### src/rtl/dmem_store_port_pkg.sv
// rtl/dmem_store_port_pkg.sv - shared encodings and lane helpers for dmem_store_port
//
// Purpose: store size encodings, FSM state type, default FIFO depth and the
// lane formatting helpers that turn a retired store into a word write with
// byte enables.
// Ports: none (package).

package dmem_store_port_pkg;

  localparam logic [1:0] SZ_BYTE = 2'b00;
  localparam logic [1:0] SZ_HALF = 2'b01;
  localparam logic [1:0] SZ_WORD = 2'b10;

  localparam int DEPTH_DEFAULT = 4;

  typedef enum logic {
    ST_IDLE = 1'b0,
    ST_REQ  = 1'b1
  } state_t;

  // Byte enables for a store; the reserved size code behaves as a word.
  function automatic logic [3:0] lane_be(input logic [1:0] size,
                                         input logic [1:0] addr_lo);
    case (size)
      SZ_BYTE: lane_be = 4'b0001 << addr_lo;
      SZ_HALF: lane_be = addr_lo[1] ? 4'b1100 : 4'b0011;
      default: lane_be = 4'b1111;
    endcase
  endfunction

  // Replicate the LSB-aligned store data across every lane it could occupy,
  // so the memory only needs the byte enables to pick the right bytes.
  function automatic logic [31:0] lane_wdata(input logic [1:0]  size,
                                             input logic [31:0] data);
    case (size)
      SZ_BYTE: lane_wdata = {4{data[7:0]}};
      SZ_HALF: lane_wdata = {2{data[15:0]}};
      default: lane_wdata = data;
    endcase
  endfunction

endpackage

### src/rtl/dmem_store_port_store_fifo.sv
// rtl/dmem_store_port_store_fifo.sv - synchronous FIFO holding formatted stores
//
// Purpose: DEPTH-entry FIFO with a combinational head read. A push while full
// is accepted only when a pop happens on the same edge; a pop while empty is
// ignored.
// Ports:
//   clk, rstn        clock, asynchronous active-low reset
//   push, wdata      write request and entry
//   pop              remove head
//   rdata            current head entry
//   count            occupancy, 0..DEPTH
//   full, empty      occupancy flags

module dmem_store_port_store_fifo #(
  parameter int WIDTH = 66,
  parameter int DEPTH = 4,
  localparam int PTR_W = $clog2(DEPTH),
  localparam int CNT_W = $clog2(DEPTH) + 1
) (
  input  logic             clk,
  input  logic             rstn,
  input  logic             push,
  input  logic [WIDTH-1:0] wdata,
  input  logic             pop,
  output logic [WIDTH-1:0] rdata,
  output logic [CNT_W-1:0] count,
  output logic             full,
  output logic             empty
);

  logic [WIDTH-1:0] mem [DEPTH];
  logic [PTR_W-1:0] wr_ptr;
  logic [PTR_W-1:0] rd_ptr;
  logic             push_ok;
  logic             pop_ok;

  assign full  = (count == CNT_W'(DEPTH));
  assign empty = (count == '0);

  assign pop_ok  = pop && !empty;
  assign push_ok = push && (!full || pop_ok);

  assign rdata = mem[rd_ptr];

  // DEPTH is a power of two, so the pointers wrap by natural overflow.
  always_ff @(posedge clk or negedge rstn) begin
    if (!rstn) begin
      wr_ptr <= '0;
      rd_ptr <= '0;
      count  <= '0;
    end else begin
      if (push_ok) wr_ptr <= wr_ptr + PTR_W'(1);
      if (pop_ok)  rd_ptr <= rd_ptr + PTR_W'(1);
      case ({push_ok, pop_ok})
        2'b10:   count <= count + CNT_W'(1);
        2'b01:   count <= count - CNT_W'(1);
        default: count <= count;
      endcase
    end
  end

  always_ff @(posedge clk) begin
    if (push_ok) mem[wr_ptr] <= wdata;
  end

endmodule

### src/rtl/dmem_store_port.sv
// rtl/dmem_store_port.sv - retire store queue driving the data-memory write port
//
// Purpose: formats each retired store into an aligned word write with byte
// enables, queues it, and issues it to memory over a req/ack handshake.
// Optional feature macro: STORE_MISALIGN_CHK_EN (drops misaligned half/word
// stores and pulses o_misalign).
// Ports:
//   i_clk, i_rstn     clock, asynchronous active-low reset
//   i_write           store valid from retire
//   i_size            00 byte, 01 half, 10/11 word
//   i_wr_addr         byte address
//   i_data            LSB-aligned store data
//   o_full            queue full
//   o_empty           nothing queued and no request outstanding
//   o_overflow        sticky: store dropped because the queue was full
//   o_mem_req         write request, held until i_mem_ack
//   o_mem_addr        word address
//   o_mem_wdata       lane-replicated write data
//   o_mem_be          byte enables
//   i_mem_ack         memory accepts the request
//   o_misalign        (STORE_MISALIGN_CHK_EN only) misaligned store dropped

module dmem_store_port
  import dmem_store_port_pkg::*;
#(
  parameter int DEPTH   = DEPTH_DEFAULT,
  parameter int MADDR_W = 30
) (
  input  logic               i_clk,
  input  logic               i_rstn,
  input  logic               i_write,
  input  logic [1:0]         i_size,
  input  logic [31:0]        i_wr_addr,
  input  logic [31:0]        i_data,
  output logic               o_full,
  output logic               o_empty,
  output logic               o_overflow,
  output logic               o_mem_req,
  output logic [MADDR_W-1:0] o_mem_addr,
  output logic [31:0]        o_mem_wdata,
  output logic [3:0]         o_mem_be,
`ifdef STORE_MISALIGN_CHK_EN
  output logic               o_misalign,
`endif
  input  logic               i_mem_ack
);

  localparam int CNT_W   = $clog2(DEPTH) + 1;
  localparam int ENTRY_W = MADDR_W + 4 + 32;

  state_t             state;
  state_t             state_nxt;
  logic               fifo_push;
  logic               fifo_pop;
  logic               req_clr;
  logic [ENTRY_W-1:0] push_entry;
  logic [ENTRY_W-1:0] head;
  logic [CNT_W-1:0]   fifo_cnt;
  logic               fifo_full;
  logic               fifo_empty;
  logic               misalign;
  logic               accept;

`ifdef STORE_MISALIGN_CHK_EN
  assign misalign = i_write &&
                    (((i_size == SZ_HALF) && i_wr_addr[0]) ||
                     (i_size[1] && (i_wr_addr[1:0] != 2'b00)));

  always_ff @(posedge i_clk or negedge i_rstn) begin
    if (!i_rstn) o_misalign <= 1'b0;
    else         o_misalign <= misalign;
  end
`else
  assign misalign = 1'b0;
`endif

  // A misaligned store is rejected before the full check, so it never
  // counts as an overflow.
  assign accept    = i_write && !misalign;
  assign fifo_push = accept && (!fifo_full || fifo_pop);

  assign push_entry = {i_wr_addr[MADDR_W+1:2],
                       lane_be(i_size, i_wr_addr[1:0]),
                       lane_wdata(i_size, i_data)};

  dmem_store_port_store_fifo #(
    .WIDTH (ENTRY_W),
    .DEPTH (DEPTH)
  ) u_fifo (
    .clk   (i_clk),
    .rstn  (i_rstn),
    .push  (fifo_push),
    .wdata (push_entry),
    .pop   (fifo_pop),
    .rdata (head),
    .count (fifo_cnt),
    .full  (fifo_full),
    .empty (fifo_empty)
  );

  assign o_full  = (fifo_cnt == CNT_W'(DEPTH));
  assign o_empty = (fifo_cnt == '0) && !o_mem_req;

  always_ff @(posedge i_clk or negedge i_rstn) begin
    if (!i_rstn) state <= ST_IDLE;
    else         state <= state_nxt;
  end

  always_comb begin
    state_nxt = state;
    fifo_pop  = 1'b0;
    req_clr   = 1'b0;
    case (state)
      ST_IDLE: begin
        if (!fifo_empty) begin
          fifo_pop  = 1'b1;
          state_nxt = ST_REQ;
        end
      end
      ST_REQ: begin
        // The accepted request is replaced on the same edge when more work
        // is queued, giving one write per cycle at full throughput.
        if (i_mem_ack) begin
          if (!fifo_empty) begin
            fifo_pop = 1'b1;
          end else begin
            req_clr   = 1'b1;
            state_nxt = ST_IDLE;
          end
        end
      end
      default: state_nxt = ST_IDLE;
    endcase
  end

  always_ff @(posedge i_clk or negedge i_rstn) begin
    if (!i_rstn) begin
      o_mem_req   <= 1'b0;
      o_mem_addr  <= '0;
      o_mem_be    <= '0;
      o_mem_wdata <= '0;
    end else if (fifo_pop) begin
      o_mem_req   <= 1'b1;
      o_mem_addr  <= head[ENTRY_W-1 -: MADDR_W];
      o_mem_be    <= head[35:32];
      o_mem_wdata <= head[31:0];
    end else if (req_clr) begin
      o_mem_req   <= 1'b0;
    end
  end

  always_ff @(posedge i_clk or negedge i_rstn) begin
    if (!i_rstn) begin
      o_overflow <= 1'b0;
    end else if (accept && fifo_full && !fifo_pop) begin
      o_overflow <= 1'b1;
    end
  end

endmodule
### config.mk
export PLATFORM = sky130hd
export DESIGN_NAME = dmem_store_port
export DESIGN_NICKNAME = d
export VERILOG_FILES = /design/src/rtl/dmem_store_port_pkg.sv /design/src/rtl/dmem_store_port_store_fifo.sv /design/src/rtl/dmem_store_port.sv
export SDC_FILE = /design/constraint.sdc
export NUM_CORES = 1
export LEC_CHECK = 0
export BUFFER_PORTS_ARGS = -buffer_cell sky130_fd_sc_hd__buf_2
export CAP_MARGIN = 20
export CORE_MARGIN = 4
export CORE_UTILIZATION = 38
export CTS_BUF_LIST = sky130_fd_sc_hd__clkbuf_16
export CTS_CLUSTER_DIAMETER = 80
export DETAILED_ROUTE_END_ITERATION = 10
export GPL_TIMING_DRIVEN = 0
export PLACE_DENSITY = 0.58
export SYNTH_ARGS = -nofsm -noshare
export SYNTH_HDL_FRONTEND = slang
export SYNTH_SLANG_ARGS = --single-unit
### constraint.sdc
create_clock -name i_clk -period 3.8 [get_ports i_clk]
set_input_delay 0.19 -clock i_clk [delete_from_list [all_inputs] [get_ports i_clk]]
set_output_delay 0.19 -clock i_clk [all_outputs]
set_load 0.005 [all_outputs]
==> key figures, run 1 <==
Critical path
  • Cell family with most CP delay: buffers and inverters
  • CP Capture Type: flop
  • Worst EP required: ~4200 ps
  • Arrival @ worst endpoint: 3180 ps
  • Cells along the critical path: nor2b_1, nor2_2, buf_2, buf_4, ha_1, inv_1, fa_1, xor2_1, nor2_1, xor2_1
  • Worst path most repeated cell: xor2_1
  • WP buf/inv: 3
  • Worst Path Max Fanout: 10
  • Crit path launch type: flop
  • Setup CP Type: flop to flop
  • Slowest CP cell: dfrtp_1
  • Largest stage delay on the critical path: 390 ps

Synth
  • Synthesized cell area: 13000 um2
  • Top_reg_cell synth: edfxtp_1
  • Top-count cell post-synth: edfxtp_1
  • Most common library cells after synthesis: edfxtp_1 (264), dfrtp_1 (76), mux4_2 (66)
  • Count of yosys warnings during synthesis: 0
  • Synth top area cells: edfxtp_1 (61%), dfrtp_1 (15%), mux4_2 (11%)
  • FF+latch count, synth: 340
  • Syn_nets: 661
  • Post-synth EDFFs: 264
  • Cells after Synth: 585
  • Post-synthesis sequential area ratio: 75.8%
  • Mapped Avg Cell Area: ~22 um2
  • Share of the synthesized area in the top cell type: between 60% and 70%
  • Area leader, netlist: edfxtp_1
  • Async SR Flop Fraction: around 22%
  • Synth cell types: 32

Die
  • Die Footprint: about 37000 um2
  • Core area: 33600 um2
  • Rows: 67
  • Initial core utilization: 38.6%
  • Die Ht: 193 um
  • Die Span X: 193 um
  • # IOs: 140

Global routing
  • Global route overflow: 0
  • Number of global-route vias before repair: 7042
  • Pin count of the biggest net entering global routing: 53
  • Initial antenna violation count: 0
  • Total GRT Usage: 15.2%
  • First-pass GRT wire length: 42200 um

Clock tree
  • Reg clk slew, reported paths: roughly 60 ps
  • Worst skew pair latency: 510 ps
  • # Post-CTS Setup Buffers: 0
  • CTS resizes: 0
  • CTS tree: built
  • Root Buffer Master: clkbuf_16
  • Clk buf depth: 3
  • Htree depth: 2
  • Clock sinks: between 300 and 400
  • Hold_buf cts: 40
  • TritonCTS Buffers: 37

Detailed routing
  • Routed Antenna Nets: 0
  • DRC violations left: 0
  • Vias/cell: just under 5
  • DRT iter0 DRCs: 320
  • Drt wl/cell: between 20 and 25 um
  • Routed vias: about 6400
  • Routed wire length: approximately 28000 um
  • Drt pass-1 iters: 4

Power
  • Peak supply drop: 0.320 mV
  • Cell Int Power: 9.07 mW
  • Reg power frac: 43.6%
  • Pwr dens: 781 nW/um2
  • Net Sw Power: 3.42 mW
  • Clock power frac: 28.3%
  • Power, Total: 12.5 mW
  • Sw frac: 27.4%
  • LEAKAGE: 5.88 nW
  • Combinational share of power: 28.1%

STA
  • Hold Fails Final Rpt: 0
  • Worst-margin pin slew: just over 900 ps
  • Slew headroom: 37.9%
  • Fmax achieved: between 300 and 400 MHz
  • Min Clock Period, post-route: roughly 2700 ps
  • # setup viols final: 0
  • Max Slew Vio Count: 0
  • Worst hold slack: 33.5 ps
  • RSZ-0062 raised after global routing: false
  • Setup Skew: about 11 ps
  • Part of the cycle the worst path needs: about 72%

Place
  • RD Place Congestion: 0.702
  • HPWL after DPL: 17200 um
  • IO buf count: around 140
  • Placed instance area: 14400 um2

Job
  • Max cap viols: 0

Final layout
  • Total Nets Final: 884
  • Synth-to-Final Area Change: 23.4%
  • Share of cells above drive strength 1: 44.8%
  • Design area: ~16000 um2

Outcome
  • Status: finished, final reports clean

Worst hold path
  • Worst Hold Class: input port to flop
## power groups by stage
stage | registers [mW] | logic (mW) | clock network [mW]
after floorplan | 5.49 | 2.28 | 0
after global placement | 5.56 | 3.41 | 0
after detailed placement | 5.53 | 3.60 | 0
after CTS | 5.47 | 3.64 | 3.62
after global routing | 5.55 | 3.84 | 3.80
final | 5.45 | 3.51 | 3.53
## flip-flops by register name, summed over array words and instances, names as in the netlist, 2 cells and up
register / flops
o_mem_addr: 30
o_mem_be: 4
o_mem_wdata: 32
u_fifo.count: 3
u_fifo.mem: 264
u_fifo.rd_ptr: 2
u_fifo.wr_ptr: 2
## per-stage QoR
| step | utilization (%) | instances | setup WS [ps] | TNS [ps] |
|---|---|---|---|---|
| 2_1_floorplan | - | 585 | 829 | 0 |
| 3_3_place_gp | 42.3 | 1172 | -698 | -181710 |
| 3_5_place_dp | 42.8 | 1177 | 1050 | 0 |
| 4_1_cts | 47.6 | 1285 | 1020 | 0 |
| 5_1_grt | 47.6 | 1285 | 863 | 0 |
| 6_report | 47.6 | 1287 | 1050 | 0 |
## kinds of logic (layout without fill, tap and decap cells)
kind of cell / Yosys count / after routing / share of synthesized area (%)
flip-flops: 340 / 340 / 75.8
buffers and inverters: 33 / 285 / 1.53
XOR/XNOR: 6 / 6 / 0.405
adder cells (fa/ha/maj): 6 / 6 / 0.637
multiplexers: 158 / 158 / 19.9
AND/OR/NAND/NOR: 27 / 27 / 1.06
other: 0 / 2 / 0
AO/OA/AOI/OAI: 15 / 15 / 0.704
## metal layers
metal | track usage [%] | up-vias | part of all wire, %
met5 | 0 | - | 0
li1 | - | 2815 | -
met3 | 3.00 | 40 | 5.6
met2 | 26.9 | 155 | 51
met1 | 19.3 | 3343 | 41
met4 | 3.76 | 0 | 1.8
## layout by cell type (no fill, tap or decap), types with 2 or more instances in the layout
master and count:
a21o_1 2, mux2i_1 9, mux4_2 66, clkinv_1 5, xor2_1 4, clkinv_2 9, dlygate4sd3_1 40, mux2_2 65
o21ai_0 8, dfrtp_1 76, buf_16 5, inv_1 14, nor3b_1 2, o21bai_1 2, bufinv_16 4, and2_4 4
clkinvlp_4 3, mux2_4 18, diode_2 2, buf_4 3, buf_2 151, edfxtp_1 264, ha_1 5, xnor2_1 2
nand2_1 11, clkbuf_16 39, clkbuf_1 7, nand2b_1 2, nor2_1 4, buf_12 2
## final timing paths
check,from,end,slack [ps],depth (start not counted)
max in group asynchronous,i_rstn,o_mem_wdata[8],2990,3
hold / removal,i_data[21],u_fifo.mem[0][21],30,2
setup / recovery,state,u_fifo.count[2],1050,10
min in group asynchronous,i_rstn,o_mem_addr[18],150,2
hold reg to reg,o_overflow,o_overflow,470,1
setup reg to reg,state,u_fifo.count[2],1050,10
## final cells by class
class | count | area [um2]
multi-input combinational | 212 | 2950
sequential | 340 | 9830
clock buffer | 39 | 976
tap | 448 | 561
buffer | 26 | 173
timing repair buffer | 184 | 1240
inverter | 7 | 26.3
clock inverter | 29 | 241
antenna | 2 | 5.00
fill | 2831 | 17600
(Power assumes the default switching activity.)
==> inputs of run 2 (changes only) <==
Settings changed: ABC_AREA set to 1, PLACE_DENSITY 0.58 to 0.57.
Clock period 3.8 ns to 2.8 ns, I/O delays scaled along.
==> run 2 against run 1 <==
  * Design area increased by 9.9%
  * Cell count increased by 74%
  * Total power increased by 41%
  * Register-to-register slack got worse by 760 ps
  * Fmax increased by 9.6%
  * Via count increased by 59%
  * Core utilization decreased by 0.79 points
  * Count of clock-buffer cells in the layout unchanged
  * Non-clock buffer count increased by 47
  * Critical endpoint unchanged
  * Highest routed layer unchanged
==> key figures, run 2 <==
Critical path
  • Largest stage delay on the critical path: 450 ps (+60 ps)
  • Cells along the critical path: nor2_4, nand2_2, nand2_2, inv_2, buf_2, ha_1, inv_1, fa_1, nand2_1, nand3_1, xor2_1
  • Slowest CP cell: dfrtp_1
  • Worst path most repeated cell: nand2_2
  • CP Capture Type: flop
  • Crit path launch type: flop
  • Setup CP Type: flop to flop
  • Arrival @ worst endpoint: 2900 ps (-280 ps)
  • Worst R2R Path Depth: 11 (+1)
  • Worst Path Max Fanout: 10 (unchanged)
  • Worst EP required: 3200 ps (-1030 ps)

Final layout
  • Total Nets Final: 1771 (+100%)
  • Share of cells above drive strength 1: 14.4% (-30 points)
  • Reg area: 9830 um2 (unchanged)
  • Commonest non-fill, non-tap cell in the layout: nand2_1
  • Final core occ: 46.8% (-0.79 points)
  • Synth-to-Final Area Change: 21.6%
  • Antenna fix cells: 0 (-2)
  • Regs by FF count: u_fifo.mem x264, o_mem_wdata x32, o_mem_addr x30
  • Top reg by flops: u_fifo.mem
  • Area occupied by multi-input gates: 3220 um2 (+9.2%)
  • Most frequent cells in the layout: nand2_1 (581), inv_1 (303), edfxtp_1 (264)
  • Number of flip-flops in the largest register: 264 (unchanged)
  • Layout fillers: 3448 (+22%)

Detailed routing
  • DRC violations left: 0 (unchanged)
  • Routed vias: 10100 (+59%)
  • Routed Antenna Nets: 0 (unchanged)
  • Drt wl/cell: 15.9 um (-26%)
  • DRT iter0 DRCs: 577 (+80%)
  • Drt pass-1 iters: 8 (+4)
  • Vias/cell: 4.51 (-8.7%)
  • Routed wire length: 35600 um (+28%)

Synth
  • Compound-Gate Fraction of Synth Area: 0.934% (+0.23 points)
  • Syn_nets: 1536 (+130%)
  • Post-synthesis sequential area ratio: 68.0% (-7.8 points)
  • Count of yosys warnings during synthesis: 0 (unchanged)
  • Largest family of logic cells by synthesized area: simple AND/OR/NAND/NOR gates
  • Synth top area cells: edfxtp_1 (55%), nand2_1 (15%), dfrtp_1 (13%)
  • Most common library cells after synthesis: nand2_1 (581), inv_1 (287), edfxtp_1 (264)
  • Synth Area in Adders: 0.571% (-0.066 points)
  • Multiplexer area fraction after synthesis: 0% (-20 points)
  • Top-count cell post-synth: nand2_1
  • Simple-gate portion of the synthesized area: 20.3% (+19 points)
  • Synthesized cell area: 14500 um2 (+11%)
  • Async SR Flop Fraction: 22.4% (unchanged)
  • Synth Area in XOR/XNOR: 0.242% (-0.16 points)
  • Cells after Synth: 1460 (+150%)
  • Post-synth EDFFs: 264 (unchanged)
  • Synth cell types: 23 (-28%)
  • FF+latch count, synth: 340 (unchanged)
  • Area leader, netlist: edfxtp_1
  • Mapped Avg Cell Area: 9.91 um2 (-55%)
  • Share of the synthesized area in the top cell type: 54.8% (-6.3 points)
  • Top_reg_cell synth: edfxtp_1

STA
  • Setup Skew: 15.1 ps (+4.45 ps)
  • Slew headroom: 36.5% (-1.4 points)
  • Max Slew Vio Count: 0 (unchanged)
  • Worst-margin pin slew: 950 ps (+18.1 ps)
  • RSZ-0062 raised after global routing: false
  • Fmax achieved: 399 MHz (+9.6%)
  • # setup viols final: 0 (unchanged)
  • Worst hold slack: 34.9 ps (+1.35 ps)
  • Setup WS post-layout: 295 ps (-760 ps)
  • Min Clock Period, post-route: 2500 ps (-240 ps)
  • Part of the cycle the worst path needs: 89.5% (+17 points)
  • Hold Fails Final Rpt: 0 (unchanged)

Worst hold path
  • Hold Path Depth: 3 (+1)
  • Worst Hold Class: input port to flop

Clock tree
  • Reg clk slew, reported paths: 50 ps (about the same)
  • Clock sinks: 340 (unchanged)
  • CTS resizes: 0 (unchanged)
  • CTS tree: built
  • TritonCTS Buffers: 38 (+2.7%)
  • Root Buffer Master: clkbuf_16
  • Htree depth: 2 (unchanged)
  • Worst skew pair latency: 520 ps (about the same)
  • Clk buf depth: 3 (unchanged)

Outcome
  • Status: finished, final reports clean

Power
  • LEAKAGE: 8.50 nW (+45%)
  • Peak supply drop: 0.358 mV (+12%)
  • Power, Total: 17.6 mW (+41%)
  • Pwr dens: 1000 nW/um2 (+28%)

Place
  • HPWL after DPL: 23600 um (+37%)
  • Setup WS pre-CTS: 252 ps (-802 ps)
  • RD Place Congestion: 0.829 (+18%)
  • IO buf count: 138 (-0.72%)

Global routing
  • Number of global-route vias before repair: 10000 (+43%)
  • Global route overflow: 0 (unchanged)
  • Initial antenna violation count: 0 (unchanged)
  • Pin count of the biggest net entering global routing: 57 (+7.5%)
  • Total GRT Usage: 17.4% (+2.2 points)
  • First-pass GRT wire length: 56000 um (+33%)

Die
  • # IOs: 140 (unchanged)
  • Rows: 71 (+6.0%)
  • Die Span X: 203 um (+5.4%)
  • Core area: 37600 um2 (+12%)
  • Die Footprint: 41200 um2 (+11%)
  • Die Ht: 203 um (+5.4%)
  • Initial core utilization: 38.5% (-0.10 points)

Job
  • Max cap viols: 0 (unchanged)
## run 2: cell count changes after synthesis, moves of 9 or more
| cell | previous run | this run |
|---|---|---|
| nand3_1 | 0 | 139 |
| buf_4 | 2 | 11 |
| mux2i_1 | 9 | 0 |
| nand2_1 | 11 | 581 |
| buf_2 | 13 | 30 |
| mux2_4 | 18 | 0 |
| clkbuf_1 | 7 | 17 |
| mux4_2 | 66 | 0 |
| inv_1 | 7 | 287 |
| mux2_2 | 65 | 0 |
## run 2: through the flow
stage / cell area, um2 / setup TNS (ps) / cells
finish: 17600 / 0 / 2235
global route: 17600 / 0 / 2235
floorplan: 14500 / -42270 / 1460
detailed placement: 16000 / 0 / 2118
CTS: 17600 / 0 / 2235
global placement: 15800 / -478210 / 2109
## run 2: logic make-up after synthesis
group	after synthesis
AOI/OAI and AO/OA	23
xor gates and xnor gates	4
adders and majority gates	6
buffers and inverters	354
DFF	340
and+or+nand+nor	733
## run 2: area by class of cell
type,count,share of cell area [%]
Clock inverter,30,0.690
Multi-Input combinational cell,766,18.3
Tap cell,511,3.63
Buffer,62,1.94
Timing Repair Buffer,195,7.74
Inverter,292,6.23
Sequential cell,340,55.9
Clock buffer,39,5.55
## run 2: worst paths after layout
path                            startpoint  slack, ps                 to
min in group asynchronous           i_rstn         90     o_mem_addr[14]
min                             i_data[20]         30  u_fifo.mem[1][20]
min reg2reg                  o_mem_addr[6]        470      o_mem_addr[6]
max in group asynchronous           i_rstn       2080     o_mem_wdata[3]
max                        u_fifo.count[0]        300    u_fifo.count[2]
max reg2reg                u_fifo.count[0]        300    u_fifo.count[2]
## run 2: timing repair
| item | 4_1_cts | 5_1_grt |
|---|---|---|
| hold endpoints to repair | 257 | 0 |
| buffers inserted | 0 | 0 |
| hold buffers | 48 | 0 |
## run 2: report_power, final
part,switching [mW],internal (mW),total [mW]
registers,0.436,6.81,7.24
logic,3.96,2.02,5.98
clock network,1.89,2.50,4.39
total,6.28,11.3,17.6
## run 2: routing by layer
metal,up-vias,track usage [%],routed length [um]
li1,5001,-,-
met1,4773,23.9,16200
met2,243,29.2,16900
met3,56,2.70,1780
met4,0,4.43,799
met5,-,0,0
## run 2: worst max-delay path: cells and delay by family, from the launching register on
family	cells	cell delay, ps
xor gates and xnor gates	1	140
adders and majority gates	2	620
buffers and inverters	3	610
DFF	1	450
and+or+nand+nor	5	560
==> inputs of run 3 (changes only) <==
Settings changed: CORE_MARGIN 4 to unset.
==> run 3 against run 2 <==
  * Total power is 0.74% higher
  * Design area is 0.19% higher
  * Via count is 0.67% lower
  * Routed wire length is 0.59% lower
  * Register-to-register slack worse by 50 ps
  * Sequential power hardly changed
  * Highest routed layer unchanged
  * Non-clock buffer count is 1 lower
  * Critical path depth is 5 lower
  * Cell count hardly changed
  * Critical endpoint is now u_fifo.mem[1][15]
  * Clock power is 3% higher
  * Worst setup slack worse by 55 ps
==> key figures, run 3 (synthesized netlist as in run 2, its figures left out) <==
Detailed routing
  • Drt wl/cell: 15.8 um (-0.64%)
  • DRT iter0 DRCs: 465 (-19%)
  • Routed vias: 10000 (-0.67%)
  • DRC violations left: 0 (unchanged)
  • Routed Antenna Nets: 0 (unchanged)
  • Drt pass-1 iters: 5 (-3)
  • Vias/cell: 4.47 (-0.71%)
  • Routed wire length: 35400 um (-0.59%)

Final layout
  • Design area: 17600 um2 (+0.19%)
  • Share of cells above drive strength 1: 14.8% (+0.41 points)
  • Commonest non-fill, non-tap cell in the layout: nand2_1
  • Top reg by flops: u_fifo.mem
  • Layout fillers: 3544 (+2.8%)
  • Regs by FF count: u_fifo.mem x264, o_mem_wdata x32, o_mem_addr x30
  • Total Nets Final: 1770 (-0.056%)
  • Most frequent cells in the layout: nand2_1 (581), inv_1 (301), edfxtp_1 (264)
  • Number of flip-flops in the largest register: 264 (unchanged)
  • Synth-to-Final Area Change: 21.9%
  • Final non-filler cell total: 2236 (+0.045%)

Clock tree
  • Htree depth: 2 (unchanged)
  • Clk buf depth: 3 (unchanged)
  • Root Buffer Master: clkbuf_16
  • TritonCTS Buffers: 38 (unchanged)
  • Reg clk slew, reported paths: 60 ps (about the same)
  • Clock sinks: 340 (unchanged)
  • CTS tree: built
  • Worst skew pair latency: 540 ps (+20 ps)
  • # Post-CTS Setup Buffers: 0 (unchanged)
  • CTS resizes: 0 (unchanged)

Critical path
  • FF-to-FF setup slack: 240 ps (-50 ps)
  • Worst R2R Path Depth: 6 (-5)
  • R2r endpoint: u_fifo.mem[1][15]
  • Setup CP Type: flop to flop
  • Launching point of the worst reg2reg path: u_fifo.count[0]
  • Crit path launch type: flop
  • CP Capture Type: flop
  • Worst EP required: 3030 ps (-170 ps)
  • Worst Path Max Fanout: 25 (+15)
  • Arrival @ worst endpoint: 2780 ps (-120 ps)

Global routing
  • Pin count of the biggest net entering global routing: 59 (+3.5%)
  • Met3 Track Usage GR: 3.31% (+0.61 points)
  • Met2 usage: 31.8% (+2.6 points)
  • Top Usage Layer GRT: met2
  • First-pass GRT wire length: 54700 um (-2.3%)
  • Global route overflow: 0 (unchanged)
  • Number of global-route vias before repair: 9897 (-1.4%)
  • Total GRT Usage: 18.6% (+1.2 points)
  • Initial antenna violation count: 0 (unchanged)
  • Met1 usage: 24.5% (+0.65 points)

STA
  • Max Slew Vio Count: 0 (unchanged)
  • Slew headroom: 41.5% (+4.9 points)
  • Setup WS post-layout: 241 ps (-54.5 ps)
  • Fmax achieved: 391 MHz (-2.1%)
  • Worst-margin pin slew: 876 ps (-73.8 ps)
  • Part of the cycle the worst path needs: 91.4% (+1.9 points)
  • Min Clock Period, post-route: 2560 ps (+54.5 ps)
  • Worst hold slack: 23.2 ps (-11.7 ps)
  • # setup viols final: 0 (unchanged)
  • Setup Skew: 19.1 ps (+4.05 ps)
  • Fin Setup TNS: 0 ps (unchanged)
  • Hold Fails Final Rpt: 0 (unchanged)
  • RSZ-0062 raised after global routing: false

Die
  • Rows: 71 (unchanged)
  • Die Span X: 197 um (-3.0%)
  • Die Footprint: 38800 um2 (-5.8%)
  • # IOs: 140 (unchanged)
  • Die Ht: 197 um (-3.0%)
  • Initial core utilization: 38.5% (unchanged)
  • Core area: 37600 um2 (unchanged)

Worst hold path
  • Worst Hold Class: input port to flop
  • Worst Hold Endpoint: u_fifo.mem[3][17]
  • Hold_sp: i_data[17]
  • Hold Path Depth: 3 (unchanged)

Power
  • LEAKAGE: 8.51 nW (about the same)
  • Pwr dens: 1010 nW/um2 (+0.55%)
  • Peak supply drop: 0.425 mV (+19%)

Place
  • Placed instance area: 16000 um2 (unchanged)
  • HPWL after DPL: 23300 um (-1.2%)
  • IO buf count: 138 (unchanged)
  • Setup WS pre-CTS: 161 ps (-90.7 ps)
  • RD Place Congestion: 0.785 (-5.3%)
  • Post-Place Cells: 2118 (unchanged)

Outcome
  • Status: finished, final reports clean

Job
  • Max cap viols: 0 (unchanged)
-- run 3: critical path, stage by stage, from the launching register on --
cell	delay, ps
dfrtp_1	440
nor2_4	70
nand3_1	140
nand2_1	310
nor2_4	770
buf_12	300
buf_12	210
-- run 3: worst max-delay path by stage --
| stage | depth (start not counted) | to | slack, ps | from |
|---|---|---|---|---|
| 2_1_floorplan | 4 | u_fifo.mem[0][0] | -160 | u_fifo.count[0] |
| 3_3_place_gp | 4 | u_fifo.mem[1][61] | -1870 | u_fifo.count[0] |
| 3_5_place_dp | 6 | u_fifo.mem[1][61] | 160 | u_fifo.count[0] |
| 4_1_cts | 6 | u_fifo.mem[1][15] | 150 | u_fifo.count[0] |
| 5_1_grt | 6 | u_fifo.mem[1][25] | 50 | u_fifo.count[0] |
| 6_report | 6 | u_fifo.mem[1][15] | 240 | u_fifo.count[0] |
-- run 3: per-layer routing --
layer	wire length [um]	part of all wire (%)
met1	15900	45
met2	17200	48
met3	1770	5.0
met4	633	1.8
met5	0	0
-- run 3: through the flow --
step	utilization (%)	total power, mW
finish	46.9	17.7
global route	46.9	19.0
CTS	46.9	18.0
detailed placement	42.6	13.4
global placement	42.1	13.2
floorplan	-	11.0
-- run 3: area by class of cell --
class / instances / area (um2) / area share [%]
sequential: 340 / 9830 / 55.8
clock buffer: 38 / 951 / 5.40
antenna: 1 / 2.50 / 0.0142
inverter: 292 / 1100 / 6.22
clock inverter: 32 / 188 / 1.06
multi-input combinational: 766 / 3220 / 18.3
timing repair buffer: 194 / 1350 / 7.67
tap: 511 / 639 / 3.63
buffer: 62 / 342 / 1.94
-- run 3: timing repair --
action | 4_1_cts | 5_1_grt
setup endpoints to repair | 0 | 0
endpoints found under the hold margin | 253 | 0
hold buffers | 47 | 0
-- run 3: power by group --
part           internal [mW]  total (mW)  leakage [nW]  switching [mW]
clock network           2.57        4.54         0.606            1.97
registers               6.81        7.25          3.35           0.444
logic                   2.02        5.95          4.56            3.93
total                   11.4        17.7          8.51            6.35
